==> config.mk <==
export PLATFORM = sky130hd
export DESIGN_NAME = lzc_pipe
export DESIGN_NICKNAME = d
export VERILOG_FILES = /design/src/rtl/lzc_pipe.sv
export SDC_FILE = /design/constraint.sdc
export NUM_CORES = 1
export LEC_CHECK = 0
export ABC_AREA = 1
export CAP_MARGIN = 15
export CORE_ASPECT_RATIO = 1.75
export CORE_UTILIZATION = 49
export CTS_CLUSTER_SIZE = 14
export DETAILED_ROUTE_END_ITERATION = 10
export GPL_TIMING_DRIVEN = 0
export PLACE_DENSITY = 0.83
export SLEW_MARGIN = 20
export SYNTH_ARGS = -nofsm -noshare
export SYNTH_HDL_FRONTEND = slang
export SYNTH_SLANG_ARGS = --single-unit
==> constraint.sdc <==
create_clock -name clk -period 1.19 [get_ports clk]
set_input_delay 0.238 -clock clk [delete_from_list [all_inputs] [get_ports clk]]
set_output_delay 0.238 -clock clk [all_outputs]
set_load 0.005 [all_outputs]
==> src/rtl/lzc_pipe.sv <==
// Pipelined leading-zero / leading-one counter with valid/ready handshakes on both sides.
// Define LZC_PIPE_NORM_EN to add o_norm (operand shifted left by the count, carried alongside o_cnt).
module lzc_pipe #(
    parameter int WIDTH  = 16,
    parameter int STAGES = 2,
    localparam int CNTW  = $clog2(WIDTH) + 1
) (
    input  logic             clk,
    input  logic             rst,
    input  logic             i_valid,
    output logic             o_ready,
    input  logic [WIDTH-1:0] i_data,
    input  logic             i_mode,
    output logic             o_valid,
    input  logic             i_ready,
    output logic [CNTW-1:0]  o_cnt,
    output logic             o_sat
`ifdef LZC_PIPE_NORM_EN
    ,
    output logic [WIDTH-1:0] o_norm
`endif
);

    localparam int LVLS = $clog2(WIDTH);
    localparam int PADW = 1 << LVLS;

    // Merge level j+1 is built in stage mergeStage(j); the root merge always lands in the last stage,
    // and each earlier stage registers the tree right after the last level it builds.
    function automatic int mergeStage(input int j);
        return ((j + 1) * STAGES - 1) / LVLS;
    endfunction

    function automatic int endLevel(input int k);
        int n;
        n = 0;
        for (int j = 0; j < LVLS; j++)
            if (mergeStage(j) <= k) n++;
        return n;
    endfunction

    function automatic int regStage(input int l);
        int s;
        s = -1;
        for (int k = 0; k < STAGES - 1; k++)
            if (endLevel(k) == l) s = k;
        return s;
    endfunction

    logic [STAGES-1:0] valid_q;
    logic [STAGES-1:0] validIn;
    logic [STAGES-1:0] rdy;
    logic              allFull;
    logic [PADW-1:0]   padded;
    logic [CNTW-1:0]   cnt_d, cnt_q;
    logic              sat_d, sat_q;

    // A stage may load unless it and every stage after it are full while the output is stalled.
    always_comb begin
        allFull = 1'b1;
        for (int k = STAGES - 1; k >= 0; k--) begin
            allFull = allFull & valid_q[k];
            rdy[k]  = i_ready | ~allFull;
        end
    end

    for (genvar k = 0; k < STAGES; k++) begin : g_vin
        if (k == 0) begin : g_first
            assign validIn[k] = i_valid;
        end else begin : g_next
            assign validIn[k] = valid_q[k-1];
        end
    end

    always_ff @(posedge clk or posedge rst) begin
        if (rst) begin
            valid_q <= '0;
        end else begin
            for (int k = 0; k < STAGES; k++)
                if (rdy[k]) valid_q[k] <= validIn[k];
        end
    end

    // Leading ones become leading zeros of the inverted operand; padding below the LSB is always a stopper.
    always_comb begin
        padded = '1;
        padded[PADW-1 -: WIDTH] = i_data ^ {WIDTH{i_mode}};
    end

    for (genvar l = 0; l <= LVLS; l++) begin : g_lvl
        localparam int N  = PADW >> l;
        localparam int RS = regStage(l);

        logic [N-1:0]           zC, zO;
        logic [N-1:0][CNTW-1:0] cntC, cntO;

        if (l == 0) begin : g_leaf
            assign zC   = ~padded;
            assign cntC = '0;
        end else begin : g_merge
            always_comb begin
                for (int i = 0; i < N; i++) begin
                    if (g_lvl[l-1].zO[2*i+1]) begin
                        zC[i]   = g_lvl[l-1].zO[2*i];
                        cntC[i] = g_lvl[l-1].cntO[2*i] | CNTW'(1 << (l - 1));
                    end else begin
                        zC[i]   = 1'b0;
                        cntC[i] = g_lvl[l-1].cntO[2*i+1];
                    end
                end
            end
        end

        if (RS >= 0) begin : g_reg
            always_ff @(posedge clk or posedge rst) begin
                if (rst) begin
                    zO   <= '0;
                    cntO <= '0;
                end else if (rdy[RS]) begin
                    zO   <= zC;
                    cntO <= cntC;
                end
            end
        end else begin : g_wire
            assign zO   = zC;
            assign cntO = cntC;
        end
    end

    always_comb begin
        cnt_d = g_lvl[LVLS].zO[0] ? CNTW'(PADW) : g_lvl[LVLS].cntO[0];
        sat_d = (cnt_d == CNTW'(WIDTH));
    end

    always_ff @(posedge clk or posedge rst) begin
        if (rst) begin
            cnt_q <= '0;
            sat_q <= 1'b0;
        end else if (rdy[STAGES-1]) begin
            cnt_q <= cnt_d;
            sat_q <= sat_d;
        end
    end

    assign o_ready = rdy[0];
    assign o_valid = valid_q[STAGES-1];
    assign o_cnt   = o_valid ? cnt_q : '0;
    assign o_sat   = o_valid & sat_q;

`ifdef LZC_PIPE_NORM_EN
    logic [WIDTH-1:0] dataLast;
    logic [WIDTH-1:0] norm_d, norm_q;

    for (genvar k = 0; k < STAGES - 1; k++) begin : g_data
        logic [WIDTH-1:0] data_q;
        logic [WIDTH-1:0] dataIn;
        if (k == 0) begin : g_first
            assign dataIn = i_data;
        end else begin : g_next
            assign dataIn = g_data[k-1].data_q;
        end
        always_ff @(posedge clk or posedge rst) begin
            if (rst) data_q <= '0;
            else if (rdy[k]) data_q <= dataIn;
        end
    end

    if (STAGES == 1) begin : g_dlast_in
        assign dataLast = i_data;
    end else begin : g_dlast_reg
        assign dataLast = g_data[STAGES-2].data_q;
    end

    // A count of WIDTH shifts every bit out, which gives the required all-zero result.
    assign norm_d = dataLast << cnt_d;

    always_ff @(posedge clk or posedge rst) begin
        if (rst) norm_q <= '0;
        else if (rdy[STAGES-1]) norm_q <= norm_d;
    end

    assign o_norm = o_valid ? norm_q : '0;
`endif

endmodule

==> results.md, run 1 <==
* Area leader, netlist: dfrtp_1
* Pint at approximately 0.0012 W
* Die Wd at between 30 and 40 um
* Leak at 1.01 nW
* Final setup violation count at 8
* Ant diodes at 0
* Sequential area share after synthesis at just over 40%
* GRT Residual Overflow at 0
* Io pins at 29
* Unique masters post-synth at 17
* Area of the multi-input gates at between 600 and 700 sq um
* Syn Area/Cell at about 6.5 sq um
* Syn Nets at 209
* Min-delay src: i_ready
* Count leader, synth: nand2_1
* Sequential Power Share at a little under half
* Fin. Hold Viols at 0
* Post-route setup slack at -0.176 ns
* Core area at between 2000 and 2500 sq um
* Status: complete, but fails checks
* Number of synthesized flops with an enable pin at 0
* RSZ-0062 raised after global routing: yes
* Switching share of power at a little over a quarter
* Net Switching at between 0.0004 and 0.0005 W
* DRC violations left at 0
* Non-filler instance count after layout at approximately 250
* Top cells by area, synth: dfrtp_1 (41%), nand2_1 (29%), inv_1 (8.6%)
* First-pass GRT wire length at around 4200 um
* Via count at around 1.3k
* Yosys top cell area share at about 41%
* DRT iter0 DRCs at 48
* Worst r2r src: valid_q[1]
* Gate Count Post-Synth at ~190
* HPWL after DPL at 1970 um
* Post-route antenna net violation count at 0
* CP endpoint kind: primary output
* Top cells by count, synth: nand2_1 (93), inv_1 (28), dfrtp_1 (20)
* Slew HR at about half
* Drt first pass iters at 4
* Startpoint Class: register
* Maximum vdd drop at approximately 0.7 mV
* DP Area at 1530 sq um
* Clock share of power at 30.4%
* Critical path arrival at 1.13 ns
* CP Class: reg2out
* Vias in the first global route at 1182
* Fmax at approximately 0.73 GHz
* Antenna violations before repair at 0
* Reg clk slew, reported paths at approximately 0.070 ns
* Crit path launch: valid_q[1]
* Die footprint at 2700 sq um
* WP data required at ~0.95 ns
* TritonCTS Buffers at 3
* Avg WL per Cell at approximately 10 um
* Period minus WS final at 1.37 ns
* Mapped cell area at ~1200 sq um
* Largest net degree at the start of global routing at 21
* Violated checks: setup timing
* Min-Delay Path Class: in2reg
* Most common flop cell mapped by yosys: dfrtp_1
* Std cell rows at 23
* Register area at roughly 500 sq um
* Share of cells above drive strength 1 at 18.1%
* Clk buf depth at 2
* PD cells at 1010 nW/um^2
* Synthesis Warnings at 0
* CTS Root Cell: clkbuf_8
* CTS sink count at 20
* Worst Skew at between 0.002 and 0.0025 ns
* Final slew viol count at 0
* Area added between synthesis and finish at 38.7%
* #FFs+latches synth at 20
* Hold slack at approximately 0.32 ns
* Worst slew pin tran at ~0.73 ns
* Worst-Skew Late Latency at approximately 0.26 ns
* Die Ht at around 68 um
* Post-DR vias/cell at about 5
* Routability cong. at between 0.8 and 0.9
* Crit share post-route at 115%
* Post-route cell area at about 1700 sq um
* Port Buffer Count at 28
* Initial Util at 52.3%
* CTS tree: built
* Max Cap Viol at 0
* Total Wirelength at between 2000 and 3000 um
* Crit Path Max Fanout at 5
* Logic pwr share at 24.4%
* Synth async-reset ratio at 100%
* H-Tree Depth at 1
* GRT Total Usage at 22.0%
* Fillers at roughly 210
* Nets at 249
* Post-Place Cells at between 200 and 250
-- layer usage --
layer | wire, um | GRT usage [%] | up-vias | part of all wire, %
met1 | 885 | 17.5 | 578 | 34
met4 | 91 | 17.2 | 0 | 3.5
li1 | - | - | 634 | -
met2 | 1580 | 43.6 | 39 | 60
met3 | 68 | 1.30 | 9 | 2.6
met5 | 0 | 0 | - | 0
-- worst max-delay path, stage by stage (launching register included) --
cell,delay [ns]
dfrtp_2,0.43
buf_6,0.14
buf_6,0.11
nand2_2,0.05
inv_2,0.03
buf_2,0.11
-- metrics by stage --
step / setup slack [ns] / util (%) / TNS (ns) / power, W
2_1_floorplan: 0.0798 / - / 0 / 0.000982
3_3_place_gp: -0.690 / 65.7 / -5.60 / 0.00112
3_5_place_dp: -0.692 / 65.7 / -6.62 / 0.00114
4_1_cts: -0.178 / 70.0 / -1.23 / 0.00167
5_1_grt: -0.218 / 72.6 / -1.43 / 0.00179
6_report: -0.176 / 72.6 / -1.11 / 0.00170
-- placed cells by master, fill, tap and decap left out, types with 2 or more instances in the layout --
cell type / count
nand2_4: 3
xor2_1: 3
buf_6: 9
inv_2: 6
nand2_1: 88
nor2_1: 18
dfrtp_1: 19
o21ai_2: 2
clkbuf_8: 4
nand3_1: 12
inv_1: 23
clkdlybuf4s50_1: 18
buf_4: 2
nand2_2: 3
buf_2: 4
dlygate4sd2_1: 3
-- final cells by class --
class	count	share of cell area, %
Tap cell	25	1.85
Timing Repair Buffer	36	21.5
Buffer	3	1.41
Inverter	29	6.43
Multi-Input combinational cell	135	35.9
Clock buffer	4	3.25
Sequential cell	20	29.7
-- worst paths after layout --
| check | endpoint | slack, ns | cells past startpoint |
|---|---|---|---|
| worst min register to register | g_lvl[2].cntO[16] | 0.49 | 2 |
| max in group asynchronous | valid_q[1] | 0.28 | 2 |
| min in group asynchronous | cnt_q[4] | 0.40 | 2 |
| worst max register to register | g_lvl[2].zO[1] | 0.07 | 7 |
| worst min-delay path | cnt_q[3] | 0.32 | 2 |
| worst max-delay path | o_cnt[1] | -0.18 | 5 |
-- kinds of logic after synthesis --
kind of cell,Yosys count,share of synthesized area [%]
AO/OA/AOI/OAI,4,2.26
XOR/XNOR,3,2.15
buffers and inverters,33,11.3
flip-flops,20,41.0
AND/OR/NAND/NOR,128,43.3
-- registers in the layout, summed over array words and instances (netlist names) --
register / flops
valid_q: 2
g_lvl.zO: 4
g_lvl.cntO: 8
sat_q: 1
cnt_q: 5
-- power groups by stage --
stage | Sequential (W) | Combinational [W] | Clock [W]
finish | 0.000768 | 0.000415 | 0.000517
global placement | 0.000779 | 0.000341 | 0
floorplan | 0.000772 | 0.000210 | 0
detailed placement | 0.000782 | 0.000358 | 0
CTS | 0.000767 | 0.000387 | 0.000521
global route | 0.000775 | 0.000466 | 0.000549
-- timing repair --
action                                  4_1_cts  5_1_grt
gates resized for setup                      39       14
gates cloned                                  0        1
setup buffers                                 7        0
hold buffers                                  0        0
pin swaps                                     4        0
endpoints found under the setup margin       19       14
No activity file was read; power rests on OpenSTA's default activity.
==> inputs of run 2 (changes only) <==
--- a/config.mk
+++ b/config.mk
@@ -12,7 +12,9 @@
 export CTS_CLUSTER_SIZE = 14
 export DETAILED_ROUTE_END_ITERATION = 10
 export GPL_TIMING_DRIVEN = 0
+export MAX_ROUTING_LAYER = met4
 export PLACE_DENSITY = 0.83
+export RECOVER_POWER = 100
 export SLEW_MARGIN = 20
 export SYNTH_ARGS = -nofsm -noshare
 export SYNTH_HDL_FRONTEND = slang
==> run 2 against run 1 <==
Net effect: highest routed layer unchanged; clock-buffer cell count is the same; combinational power shrank 4%; the flow still finishes with violations (setup timing); clock skew grew 0.00091 ns; utilization shrank 1.3 points; flip-flop and latch count is the same; clock power is essentially flat.
==> results.md, run 2 (synthesis results as in run 1) <==
* Critical path arrival at 1.13 ns
* Worst hold path depth at 2
* Min-delay src: i_ready
* Slew HR at between 50 and 60%
* Die Wd at 39.7 um
* Post-Place Cells at between 200 and 250
* HPWL after DPL at a little under 2000 um
* Nets at approximately 250
* Antenna violations before repair at 0
* Worst hold endpoint: cnt_q[3]
* Post-route cell area at between 1500 and 2000 sq um
* PD cells at ~1000 nW/um^2
* Die footprint at 2700 sq um
* DRT iter0 DRCs at 17
* Crit Path Max Fanout at 5
* Vias in the first global route at between 1k and 1.5k
* DRC violations left at 0
* Io pins at 29
* Non-filler instance count after layout at between 200 and 300
* CTS Root Cell: clkbuf_8
* Startpoint Class: register
* Routability cong. at 0.814
* Clk buf depth at 2
* Largest regs: g_lvl.cntO (8), cnt_q (5), g_lvl.zO (4)
* H-Tree Depth at 1
* Worst path max stage delay at 0.43 ns
* CTS sink count at 20
* Violated checks: setup timing
* Worst r2r src: valid_q[1]
* Core area at about 2300 sq um
* CTS tree: built
* Std cell rows at 23
* Fmax at about 0.73 GHz
* Crit share post-route at 115%
* Post-route antenna net violation count at 0
* DP Area at roughly 1500 sq um
* Area of the multi-input gates at between 600 and 700 sq um
* Port Buffer Count at 28
* Initial Util at a little over half
* Min-Delay Path Class: in2reg
* Crit path cell chain: buf_6 > buf_6 > nand2_2 > inv_2 > buf_2
* Status: complete, but fails checks
* Max reg flops at 8
* Reg clk slew, reported paths at 0.07 ns
* Total Wirelength at about 2600 um
* CP endpoint kind: primary output
* Crit path max-delay cell type: dfrtp_2
* WP data required at between 0.9 and 1 ns
* Post-DR vias/cell at about 5.0
* Worst Skew at between 0.002 and 0.003 ns
* Dpl ws at -0.692 ns
* Commonest non-fill, non-tap cell in the layout: nand2_1
* Most used cell, CP: buf_6
* Post-route setup slack at -0.176 ns
* Worst-Skew Late Latency at ~0.26 ns
* Worst setup slack for register-to-register paths at 0.04 ns
* RSZ-0062 raised after global routing: yes
* Worst slew pin tran at approximately 0.73 ns
* Register area at about 500 sq um
* CTS Hold Bufs at 0
* Most frequent cells in the layout: nand2_1 (88), inv_1 (23), nor2_1 (19), dfrtp_1 (19), clkdlybuf4s50_1 (17)
* Final slew viol count at 0
* Avg WL per Cell at between 10 and 15 um
* Die Ht at a little under 70 um
* Final setup violation count at 8
* Max Cap Viol at 0
* Period minus WS final at roughly 1.4 ns
* Largest net degree at the start of global routing at 21
* Share of cells above drive strength 1 at 17.6%
* Leak at around 1 nW
* Ant diodes at 0
* Reg with most FFs: g_lvl.cntO
* CP Class: reg2out
* Maximum vdd drop at approximately 0.69 mV
* GRT Total Usage at between 20% and 30%
* Drt first pass iters at 5
* TritonCTS Buffers at 3
* GRT Residual Overflow at 0
* Hold slack at 0.322 ns
* Area added between synthesis and finish at 36.1%
* Via count at between 1k and 1.5k
* Fin. Hold Viols at 0
* First-pass GRT wire length at 4150 um
* Fillers at about 210
* Worst reg-to-reg path cell count at 6
* Reg-to-Reg End: cnt_q[1]
## run 2: how the worst max path moves through the flow
| stage | from | to | slack (ns) | cells past startpoint |
|---|---|---|---|---|
| detailed placement | i_ready | o_ready | -0.69 | 7 |
| CTS | valid_q[1] | o_cnt[1] | -0.18 | 5 |
| finish | valid_q[1] | o_cnt[1] | -0.18 | 5 |
| global route | valid_q[1] | o_cnt[1] | -0.21 | 5 |
| floorplan | valid_q[1] | o_ready | 0.08 | 4 |
| global placement | i_ready | o_ready | -0.69 | 7 |
## run 2: area by class of cell
type | instances | share of cell area [%]
Multi-Input combinational cell | 135 | 36.4
Sequential cell | 20 | 30.2
Timing Repair Buffer | 36 | 20.2
Inverter | 29 | 6.56
Clock buffer | 4 | 3.32
Tap cell | 25 | 1.88
Buffer | 3 | 1.43
## run 2: critical path: cells and delay by family, from the launching register on
| kind | cells | cell delay, ns |
|---|---|---|
| buffers and inverters | 4 | 0.39 |
| DFF | 1 | 0.43 |
| and+or+nand+nor | 1 | 0.05 |
## run 2: per-stage QoR
step                      TNS (ns)  power, W  utilization (%)
after detailed placement     -6.62   0.00114             65.7
after floorplan                  0  0.000982                -
after CTS                    -1.23   0.00167             70.0
after global routing         -1.82   0.00177             71.2
final                        -1.10   0.00168             71.2
after global placement       -5.60   0.00112             65.7
## run 2: layer usage
metal | global-route usage, % | wire length [um] | vias up | part of all wire, %
met3 | 1.30 | 89 | 7 | 3.4
met1 | 17.5 | 873 | 577 | 33
met2 | 43.6 | 1580 | 47 | 60
met4 | 17.2 | 76 | 0 | 2.9
li1 | - | - | 633 | -
met5 | - | 0 | - | 0
## run 2: repair_timing
action                                  in CTS  in global routing
gates cloned                                 0                  1
setup buffers                                7                  0
resized for setup                           39                 14
pin swaps                                    4                  0
endpoints found under the setup margin      19                 14
## run 2: where the power goes
group,switching (W),internal [W],total [W]
sequential,0.0000343,0.000734,0.000769
combinational,0.000206,0.000190,0.000397
clock,0.000223,0.000295,0.000518
==> inputs of run 3 (changes only) <==
--- a/config.mk
+++ b/config.mk
@@ -7,13 +7,13 @@
 export LEC_CHECK = 0
 export ABC_AREA = 1
 export CAP_MARGIN = 15
-export CORE_ASPECT_RATIO = 1.75
-export CORE_UTILIZATION = 49
-export CTS_CLUSTER_SIZE = 14
+export CORE_UTILIZATION = 61
+export CTS_CLUSTER_SIZE = 20
 export DETAILED_ROUTE_END_ITERATION = 10
+export DONT_BUFFER_PORTS = 1
 export GPL_TIMING_DRIVEN = 0
 export MAX_ROUTING_LAYER = met4
-export PLACE_DENSITY = 0.83
+export PLACE_DENSITY = 0.81
 export RECOVER_POWER = 100
 export SLEW_MARGIN = 20
 export SYNTH_ARGS = -nofsm -noshare
==> run 3 against run 2 <==
Net effect: the flow still finishes with violations (setup timing); clock skew about the same; setup slack improved by 0.0040 ns; non-clock buffer count decreased by 31; critical path type unchanged; critical endpoint is now o_ready; largest power group unchanged.
==> results.md, run 3 (synthesis results as in run 1) <==
* H-Tree Depth at 1
* Post-DR vias/cell at between 4 and 5
* Post-Place Cells at 213
* Reg with most FFs: g_lvl.cntO
* Worst setup slack for register-to-register paths at approximately 0.010 ns
* Violated checks: setup timing
* Leak at approximately 0.84 nW
* Share of cells above drive strength 1 at 11.7%
* Max reg flops at 8
* Setup TNS at -0.172 ns
* Routability cong. at 0.784
* PD cells at between 1000 and 1500 nW/um^2
* Total Wirelength at ~2100 um
* Io pins at 29
* Reg clk slew, reported paths at 0.10 ns
* Core area at ~1800 sq um
* DRT iter0 DRCs at 16
* Worst r2r src: valid_q[1]
* CTS sink count at 20
* Final slew viol count at 0
* Critical path arrival at 1.12 ns
* Fmax at 0.734 GHz
* Post-route setup slack at -0.172 ns
* WP data required at between 0.9 and 1 ns
* Worst hold path depth at 1
* Clk buf depth at 2
* Min-delay src: i_valid
* CP Class: reg2out
* DRC violations left at 0
* Commonest non-fill, non-tap cell in the layout: nand2_1
* Std cell rows at 15
* CP endpoint kind: primary output
* TritonCTS Buffers at 3
* Die Ht at ~47 um
* Ant diodes at 0
* Dpl ws at -0.0572 ns
* Period minus WS final at approximately 1.4 ns
* Max Cap Viol at 0
* GRT Residual Overflow at 0
* Port Buffer Count at 0
* Fin. Hold Viols at 0
* Min-Delay Path Class: in2reg
* Worst-Skew Late Latency at approximately 0.29 ns
* Worst Skew at slightly above 0.003 ns
* Maximum vdd drop at 0.638 mV
* Worst slew pin tran at 0.707 ns
* Nets at around 220
* Non-filler instance count after layout at between 200 and 250
* Slew HR at between 50 and 60%
* Die Wd at about 47 um
* CTS tree: built
* Reg-to-Reg End: valid_q[0]
* First-pass GRT wire length at between 3000 and 4000 um
* Status: complete, but fails checks
* CTS Root Cell: clkbuf_4
* Post-route antenna net violation count at 0
* Layout Utilization at between 70% and 80%
* Initial Util at about two thirds
* Most frequent cells in the layout: nand2_1 (93), inv_1 (26), dfrtp_1 (19)
* Worst hold endpoint: valid_q[0]
* Avg WL per Cell at 9.50 um
* Startpoint Class: register
* Final setup violation count at 1
* Area added between synthesis and finish at 9.64%
* HPWL after DPL at ~1600 um
* Fillers at between 150 and 200
* Worst reg-to-reg path cell count at 4
* Largest regs: g_lvl.cntO (8), cnt_q (5), g_lvl.zO (4)
* Vias in the first global route at slightly above 900
* GRT Total Usage at a little under a quarter
* Crit Path Max Fanout at 8
* Drt first pass iters at 4
* Largest net degree at the start of global routing at 21
* Crit share post-route at 114%
* Hold slack at around 0.045 ns
* RSZ-0062 raised after global routing: yes
* Antenna violations before repair at 0
* Via count at ~1.1k
* Die footprint at about 2200 sq um
## run 3: cell count changes in the layout (fill, tap and decap cells not counted), moves of 2 or more
| cell | previous run | this run |
|---|---|---|
| clkdlybuf4s50_1 | 17 | 0 |
| buf_6 | 8 | 2 |
| nand2_1 | 88 | 93 |
| clkbuf_2 | 4 | 0 |
| clkbuf_4 | 0 | 3 |
| clkbuf_8 | 4 | 1 |
| dlygate4sd2_1 | 3 | 0 |
| inv_1 | 23 | 26 |
| inv_2 | 6 | 3 |
| nand2_2 | 3 | 0 |
| buf_2 | 4 | 2 |
| buf_4 | 1 | 3 |
| nand2_4 | 3 | 1 |
## run 3: worst max path at each step
stage	to	from	slack, ns
5_1_grt	o_ready	valid_q[1]	-0.25
3_5_place_dp	g_lvl[2].zO[1]	valid_q[1]	-0.06
6_report	o_ready	valid_q[1]	-0.17
4_1_cts	o_ready	valid_q[1]	-0.22
3_3_place_gp	g_lvl[2].zO[1]	valid_q[1]	-0.03
2_1_floorplan	o_ready	valid_q[1]	0.08
## run 3: layout make-up
class,instances,area [sq um],area share (%)
Tap cell,25,31.3,2.34
Sequential cell,20,502,37.5
Clock buffer,4,36.3,2.71
Timing Repair Buffer,4,32.5,2.43
Buffer,4,32.5,2.43
Inverter,29,109,8.14
Multi-Input combinational cell,135,594,44.4
## run 3: metal layers
layer	vias to the layer above	part of all wire [%]	track usage (%)
li1	571	-	-
met1	448	43	25.2
met2	29	51	42.2
met3	5	4.0	3.92
met4	0	1.9	8.57
met5	-	0	-
## run 3: critical path: stages (launching register included)
cell	delay, ns
dfrtp_2	0.48
nand2_4	0.09
nor2_8	0.09
inv_2	0.04
buf_6	0.12
## run 3: stage by stage
| step | cell area, sq um | total power, W |
|---|---|---|
| after floorplan | 1220 | 0.000982 |
| after global placement | 1250 | 0.00102 |
| after detailed placement | 1250 | 0.00103 |
| after CTS | 1340 | 0.00143 |
| after global routing | 1340 | 0.00149 |
| final | 1340 | 0.00141 |
## run 3: power by group
group | leakage (nW) | internal (W) | switching, W
logic | 0.563 | 0.000104 | 0.000162
registers | 0.259 | 0.000733 | 0.0000341
clock network | 0.0210 | 0.000187 | 0.000189
total | 0.843 | 0.00102 | 0.000385
## run 3: what timing repair did
action | 4_1_cts | 5_1_grt
gates cloned | 1 | 0
hold buffers | 1 | 0
endpoints found under the hold margin | 20 | 0
buffers inserted | 4 | 0
resized for setup | 6 | 3
pin swaps | 2 | 3
endpoints found under the setup margin | 21 | 23
==> patch, RTL diff (flow settings as in run 2) <==
The parameter `STAGES` goes from 2 to 4.
--- a/src/rtl/lzc_pipe.sv
+++ b/src/rtl/lzc_pipe.sv
@@ -2,7 +2,7 @@
 // Define LZC_PIPE_NORM_EN to add o_norm (operand shifted left by the count, carried alongside o_cnt).
 module lzc_pipe #(
     parameter int WIDTH  = 16,
-    parameter int STAGES = 2,
+    parameter int STAGES = 4,
     localparam int CNTW  = $clog2(WIDTH) + 1
 ) (
     input  logic             clk,
Formal check against the unedited RTL: not equivalent (Yosys sat finds a counterexample within 4 cycles, from zero or initial values and one cycle with rst high).
==> patch against run 2 <==
- the flow still finishes with violations (setup timing)
- via count up 60%
- power increased to 2.6 times the old value
- clock skew is 0.0036 ns higher
- wire length increased by 110%
- non-clock buffer count grew 29
- die area grew 77%
- sequential cell count rose by 25
- largest cell class is now sequential cells
- highest routed layer unchanged
- synthesized area rose by 81%
- worst setup slack got worse by 0.18 ns
- critical path type unchanged
- final cell count increased by 55%
- cell area up 87%
==> patch: results (changes against run 2) <==
| Metric | Value |
|---|---|
| Final Max Slew Viols | 0 (unchanged) |
| Crit-path max cell delay | 0.37 ns (-0.06 ns) |
| Root buffer selected by CTS | clkbuf_8 |
| Most common library cells after synthesis | 90 x nand2_1, 45 x dfrtp_1, 30 x nand3_1 |
| Maximum vdd drop | 0.00110 V (+60%) |
| Synth warn | 0 (unchanged) |
| Vias in the first global route | 2054 (+74%) |
| Largest net degree at the start of global routing | 46 (+120%) |
| Final setup viols | 50 (+42) |
| First-pass GRT wire length | 8670 um (+110%) |
| Clock Latency Late Sink | 0.30 ns (+0.04 ns) |
| Drt wl/cell | 13.8 um (+33%) |
| Clk pin slew, worst setup/hold paths | approximately 0.08 ns |
| Buffers on Ports | 27 (-3.6%) |
| Async set or reset register ratio after synthesis | 100% (unchanged) |
| Vias per cell | 5.18 (+3.4%) |
| DPL Wire Length | 3160 um (+60%) |
| Status | finished with violations |
| DR pass1 iterations | 4 (-1) |
| RePlAce Congestion | 0.762 (-6.3%) |
| Cell at the slowest stage of the critical path | dfrtp_1 |
| Largest registers | g_lvl.cntO (22), g_lvl.zO (14), cnt_q (5) |
| Yosys cell types | 20 (+3) |
| CP arrival | 1.31 ns (+0.18 ns) |
| Fin nets | 360 (+45%) |
| Ant diodes | 0 (unchanged) |
| Ranking of synthesized cells by area | dfrtp_1 51%, nand2_1 15%, nand3_1 6.8% |
| Max H-tree Level | 2 (+1) |
| Crit-path leading delay family | buffers and inverters |
| Hold crit path type | input port to register |
| Post-Syn Nets | 299 (+43%) |
| Setup TNS Final | -11.22 ns (-10.12 ns) |
| Dpl ws | -0.893 ns (-0.201 ns) |
| Antenna violations before repair | 0 (unchanged) |
| Share of layout cells above drive strength 1 | 30.3% (+13 points) |
| GR Util met2 | 47.6% (+3.9 points) |
| Met1 GRT Util | 21.3% (+3.7 points) |
| Seq/Total Area, Yosys | 51.0% (+10 points) |
| Initial drt markers | 39 (+22) |
| Count leader, synth | nand2_1 |
| Clock buffer depth | 2 (unchanged) |
| CP max FO | 3 (-2) |
| Worst slew pin tran | 0.928 ns (+0.200 ns) |
| Leak | 1.58 nW (+58%) |
| Max Clock Skew | 0.00647 ns (+0.00357 ns) |
| Violated checks | setup timing |
| Met3 Use GR | 4.38% (+3.1 points) |
| Total GRT Usage | 25.7% (+3.1 points) |
| Final worst setup slack | -0.361 ns (-0.184 ns) |
| TritonCTS Buffers | 5 (+2) |
## patch: cell types whose count changed in the layout (fill, tap and decap cells not counted), moves of 7 or more
cell	change
dfrtp_1	+26
nand2_1	-22
nand2_2	+18
buf_6	+16
buf_4	+13
nand3_1	+11
o21ai_0	+9
xnor2_1	+8
a21oi_1	+7
o21ai_1	+7
## patch: worst paths after layout
path / start / to / slack [ns] / depth (start not counted)
setup / recovery: valid_q[3] / o_ready / -0.36 / 7
setup reg to reg: valid_q[3] / g_lvl[1].zO[4] / -0.32 / 10
hold / removal: i_mode / g_lvl[1].zO[3] / 0.39 / 6
min in group asynchronous: rst / g_lvl[2].cntO[0] / 0.47 / 2
hold reg to reg: g_lvl[3].zO[0] / cnt_q[3] / 0.46 / 1
max in group asynchronous: rst / g_lvl[1].zO[7] / 0.21 / 2
## patch: worst min-delay path, delay by kind of cell
family	cells	cell delay, ns
simple gates	5	0.29
buf+inv	1	0.13
## patch: report_power, final
part	switching [mW]	internal (mW)
sequential	0.169	1.77
clock	0.520	0.834
combinational	0.579	0.549
total	1.27	3.15
## patch: cell type report
type                            instances  area (um^2)
Timing Repair Buffer                   54          518
Clock inverter                          3         65.1
Sequential cell                        45         1130
Buffer                                 14          126
Fill cell                             311         1250
Inverter                               28          111
Tap cell                               51         63.8
Clock buffer                            5         68.8
Multi-Input combinational cell        191         1030
## patch: cells by family after synthesis
logic type	share of synthesized area [%]
flip-flops	51.0
AND/OR/NAND/NOR	30.6
buffers and inverters	8.89
XOR/XNOR	3.17
AO/OA/AOI/OAI	6.35
## patch: metal layers
layer  vias to the layer above  wire length, um
met4                         0              333
met3                        28              147
met1                       947             1660
met5                         -                0
met2                        66             3240
li1                        986                -
## patch: what timing repair did
item / in CTS / in global routing
hold buffers: 0 / 0
gates resized for setup: 78 / 37
endpoints found under the setup margin: 43 / 51
buffers inserted: 21 / 4
pin swaps: 10 / 9
gates cloned: 5 / 0
## patch: per-stage QoR
step	utilization (%)	power, mW	area (um^2)	cells	hold WS (ns)
after floorplan	-	2.44	2220	278	0.249
after CTS	69.0	4.31	3010	390	0.353
final	71.3	4.42	3110	391	0.387
after detailed placement	58.5	2.73	2550	356	0.464
after global routing	71.3	4.62	3110	391	0.428
after global placement	58.5	2.69	2550	356	0.438
